--- config.mk ---
export PLATFORM = sky130hd
export DESIGN_NAME = sw_debounce_flat
export DESIGN_NICKNAME = d
export VERILOG_FILES = /design/src/rtl/sw_debounce_if.sv /design/src/rtl/sw_debounce.sv /design/src/flat_wrapper.sv
export SDC_FILE = /design/constraint.sdc
export NUM_CORES = 1
export LEC_CHECK = 0
export CAP_MARGIN = 5
export CORE_MARGIN = 10
export CORE_UTILIZATION = 50
export DETAILED_ROUTE_END_ITERATION = 8
export PLACE_DENSITY = 0.76
export REMOVE_ABC_BUFFERS = 1
export SLEW_MARGIN = 30
export SYNTH_ARGS = -nofsm -noshare
export SYNTH_HDL_FRONTEND = slang
export SYNTH_SLANG_ARGS = --single-unit
--- constraint.sdc ---
create_clock -name clk -period 3.7 [get_ports clk]
set_clock_uncertainty 0.1 [all_clocks]
set_input_delay 1.11 -clock clk [delete_from_list [all_inputs] [get_ports clk]]
set_output_delay 1.11 -clock clk [all_outputs]
set_load 0.01 [all_outputs]
--- src/rtl/sw_debounce_if.sv ---
// rtl/sw_debounce_if.sv - switch input and debounced output bundle between board-facing logic and the debouncer
interface sw_debounce_if #(
   parameter int NUM_SW = 7
);
   logic [NUM_SW-1:0] sw;
   logic [NUM_SW-1:0] sw_db;
   logic [NUM_SW-1:0] sw_edge;
   logic              any_edge;

   modport master (
      output sw,
      input  sw_db,
      input  sw_edge,
      input  any_edge
   );

   modport slave (
      input  sw,
      output sw_db,
      output sw_edge,
      output any_edge
   );
endinterface

--- src/rtl/sw_debounce.sv ---
// rtl/sw_debounce.sv - per-channel two-flop synchronizer, stability counter and registered change pulses
module sw_debounce #(
   parameter int NUM_SW        = 7,
   parameter int STABLE_CYCLES = 4
) (
   input  logic         clk,
   input  logic         reset,
   sw_debounce_if.slave bus
);
   localparam int              CNT_W   = (STABLE_CYCLES > 1) ? $clog2(STABLE_CYCLES) : 1;
   localparam logic [CNT_W-1:0] CNT_MAX = CNT_W'(STABLE_CYCLES - 1);

   logic [NUM_SW-1:0] sw_meta_q,  sw_meta_d;
   logic [NUM_SW-1:0] sw_sync_q,  sw_sync_d;
   logic [NUM_SW-1:0] sw_db_q,    sw_db_d;
   logic [NUM_SW-1:0] sw_edge_q,  sw_edge_d;
   logic              any_edge_q, any_edge_d;
   logic [CNT_W-1:0]  cnt_q [NUM_SW];
   logic [CNT_W-1:0]  cnt_d [NUM_SW];

   // Any matching cycle zeroes the counter, so a bounce always restarts the run.
   always_comb begin
      sw_meta_d = bus.sw;
      sw_sync_d = sw_meta_q;
      sw_db_d   = sw_db_q;
      sw_edge_d = '0;
      for (int i = 0; i < NUM_SW; i++) begin
         cnt_d[i] = '0;
         if (sw_sync_q[i] != sw_db_q[i]) begin
            if (cnt_q[i] == CNT_MAX) begin
               sw_db_d[i]   = sw_sync_q[i];
               sw_edge_d[i] = 1'b1;
            end else begin
               cnt_d[i] = cnt_q[i] + 1'b1;
            end
         end
      end
      any_edge_d = |sw_edge_d;
   end

   always_ff @(posedge clk) begin
      if (reset) begin
         sw_meta_q  <= '0;
         sw_sync_q  <= '0;
         sw_db_q    <= '0;
         sw_edge_q  <= '0;
         any_edge_q <= 1'b0;
         for (int i = 0; i < NUM_SW; i++) begin
            cnt_q[i] <= '0;
         end
      end else begin
         sw_meta_q  <= sw_meta_d;
         sw_sync_q  <= sw_sync_d;
         sw_db_q    <= sw_db_d;
         sw_edge_q  <= sw_edge_d;
         any_edge_q <= any_edge_d;
         for (int i = 0; i < NUM_SW; i++) begin
            cnt_q[i] <= cnt_d[i];
         end
      end
   end

   assign bus.sw_db    = sw_db_q;
   assign bus.sw_edge  = sw_edge_q;
   assign bus.any_edge = any_edge_q;
endmodule

--- src/flat_wrapper.sv ---
// flat-port wrapper written by rule: the top's interface ports become plain ports
module sw_debounce_flat 
#(
   parameter int NUM_SW        = 7,
   parameter int STABLE_CYCLES = 4
)
  (clk, reset, bus_sw, bus_sw_db, bus_sw_edge, bus_any_edge);
  sw_debounce_if #(.NUM_SW(NUM_SW)) bus_i ();
  input  logic clk;
  input  logic reset;
  input wire logic [$bits(bus_i.sw)-1:0] bus_sw;
  output wire logic [$bits(bus_i.sw_db)-1:0] bus_sw_db;
  output wire logic [$bits(bus_i.sw_edge)-1:0] bus_sw_edge;
  output wire logic [$bits(bus_i.any_edge)-1:0] bus_any_edge;
  assign bus_i.sw = bus_sw;
  assign bus_sw_db = bus_i.sw_db;
  assign bus_sw_edge = bus_i.sw_edge;
  assign bus_any_edge = bus_i.any_edge;
  sw_debounce #(.NUM_SW(NUM_SW), .STABLE_CYCLES(STABLE_CYCLES)) u_core (.clk(clk), .reset(reset), .bus(bus_i));
endmodule
==> metrics <==
status completed; Placement Cell Area between 1500 and 2000 um^2; ANT nets after route 0; vias in the first global route 841; share of the yosys chip area belonging to registers 0.597; Final Cell Area about 1800 um^2; CTS tree built; Sum Neg Setup Slack 0 ns; port bufs 23; relative slew slack 0.735; footprint of the multi-input gates ~550 um^2; total track usage 0.0813; Critical Path End Type output port; Max Clock Freq a little under 400 MHz; Vias/cell just over 5; grt total ovfl 0; IO Count 24; post-route setup slack about 1.2 ns; Synth Cell Area approximately 1400 um^2; number of synthesis warnings 0; Area growth syn-to-layout 21.5%; post-CTS setup buffers 0; critical path's largest stage delay about 0.57 ns; router iterations before antenna repair 4; startpoint types flop; Leakage ~0.65 nW; Arrival @ worst endpoint around 1.3 ns; Resized Gates After CTS 0; nets around 160; Top delay family on crit path buffers and inverters; die area between 5000 and 6000 um^2; MaxCap Viol Count 0; Reg clk slew, reported paths ~0.11 ns; # rows 19; critical path class flop to output port; Initial Utilization 0.523; # hold bufs at CTS 0; Setup WS pre-CTS 1.37 ns; final hold viol count 0; CP required approximately 2.5 ns; worst path buffer plus inverter count 1; filler cell count between 200 and 250; routability cong. between 0.7 and 0.8; Ant. Diodes 0; RSZ-0062 raised after global routing false; initial antenna violation count 0; worst reg2reg setup slack 2.34 ns; clk buf depth 2; core box area between 2000 and 3000 um^2; DRC 0; per-cell routed wire length ~12 um; crit path max fanout 4; first-pass GRT wire length 3500 um; Final HPWL DP approximately 1600 um; layout cells sized above 1 0.0544; 1st-iter DRT viols between 40 and 50; CP max stage cell clkdlybuf4s50_1; setup violators final 0; largest net degree at the start of global routing between 40 and 50; Max IR drop VDD approximately 0.0003 V; max-slew violation count 0; Die Ht ~74 um; Tmin final about 2.5 ns; CTS Buf Count 5; Die Width approximately 74 um; count of cell types in the netlist 18; Post-Syn Area per Cell around 12 um^2; Synth Register Bits 43; Reg area ~860 um^2; vias ~900; CTS sink count 43; period utilization 0.686; Mapped Cells 121; htree depth 2; power per cell area 414 nW/um^2; Worst Tran Pin Value 0.397 ns; CP Cell Sequence clkdlybuf4s50_1; Worst Hold Class flop to flop; Root Driver clkbuf_4; drt total wl ~2200 um; clk_lat worst skew ~0.33 ns
[state kept, by name, summed over array words and instances, names as in the netlist]
name,flops
u_core.bus.any_edge,1
u_core.bus.sw_db,7
u_core.bus.sw_edge,7
u_core.cnt_q,14
u_core.sw_meta_q,7
u_core.sw_sync_q,7
[synth_stat cells, drive strengths merged]
master / number / share of area
a222oi: 1 / 0.0069
a41oi: 1 / 0.0061
buf: 3 / 0.010
clkbuf: 2 / 0.0052
dfxtp: 43 / 0.60
ha: 7 / 0.061
inv: 2 / 0.0052
mux2i: 7 / 0.049
nand2b: 2 / 0.0087
nor2: 7 / 0.018
nor2b: 14 / 0.061
nor3: 2 / 0.0069
nor3b: 5 / 0.026
nor4: 7 / 0.030
nor4b: 7 / 0.042
o22a: 1 / 0.0061
xnor2: 7 / 0.042
xor2: 3 / 0.018
[final timing paths]
path	cells after the start	to	start
setup / recovery	1	bus_sw_db[4]	u_core.bus.sw_db[4]$_SDFFE_PP0P_
hold / removal	1	u_core.cnt_q[0][0]$_SDFF_PP0_	u_core.cnt_q[0][0]$_SDFF_PP0_
setup reg to reg	3	u_core.bus.any_edge$_SDFF_PP0_	u_core.cnt_q[0][8]$_SDFF_PP0_
hold reg to reg	1	u_core.cnt_q[0][0]$_SDFF_PP0_	u_core.cnt_q[0][0]$_SDFF_PP0_
[layout by cell type, fill, tap and decap left out, drive strengths merged]
| cell type | n |
|---|---|
| dfxtp | 43 |
| clkdlybuf4s50 | 23 |
| nor2b | 14 |
| xnor2 | 7 |
| nor4 | 7 |
| mux2i | 7 |
| nor2 | 7 |
| nor4b | 7 |
| ha | 7 |
| clkbuf | 6 |
| nor3b | 5 |
| xor2 | 3 |
| inv | 2 |
| nor3 | 2 |
| nand2b | 2 |
| a222oi | 1 |
| o22a | 1 |
| a41oi | 1 |
| clkinv | 1 |
| buf | 1 |
[report_power, final]
group          leakage [nW]  switching (mW)  internal (mW)  total, mW
Combinational         0.268          0.0125         0.0160     0.0285
Sequential            0.350         0.00436          0.472      0.477
Clock                0.0341           0.132         0.0882      0.220
Total                 0.652           0.149          0.576      0.725
[final cells by class]
cell class	instances	share of cell area
Clock buffer	6	0.0293
Clock inverter	1	0.00286
Inverter	2	0.00428
Multi-Input combinational cell	71	0.315
Sequential cell	43	0.491
Tap cell	31	0.0221
Timing Repair Buffer	24	0.136
[per-layer routing]
metal	global-route usage	share of wire	wire length, um	up-vias
met3	0.0363	0.057	123	4
li1	-	-	-	476
met4	0.0435	0.012	26	0
met2	0.137	0.51	1110	17
met1	0.0816	0.42	914	407
met5	0	0	0	-
[per-stage QoR]
step | cells | hold WS, ns | utilization | total power [mW]
after floorplan | 116 | 0.304 | - | 0.498
after global placement | 171 | 0.314 | 0.615 | 0.514
after detailed placement | 171 | 0.321 | 0.615 | 0.516
after CTS | 178 | 0.337 | 0.636 | 0.732
after global routing | 178 | 0.350 | 0.636 | 0.755
final | 178 | 0.335 | 0.636 | 0.725
[cells by family after synthesis]
logic type	count (synthesis)	synth area share
simple gates	44	0.193
flops	43	0.597
xor+xnor	10	0.0607
buf+inv	7	0.0208
mux	7	0.0486
fa+ha+maj	7	0.0607
compound gates	3	0.0191
Power figures use the tool's default switching activity.
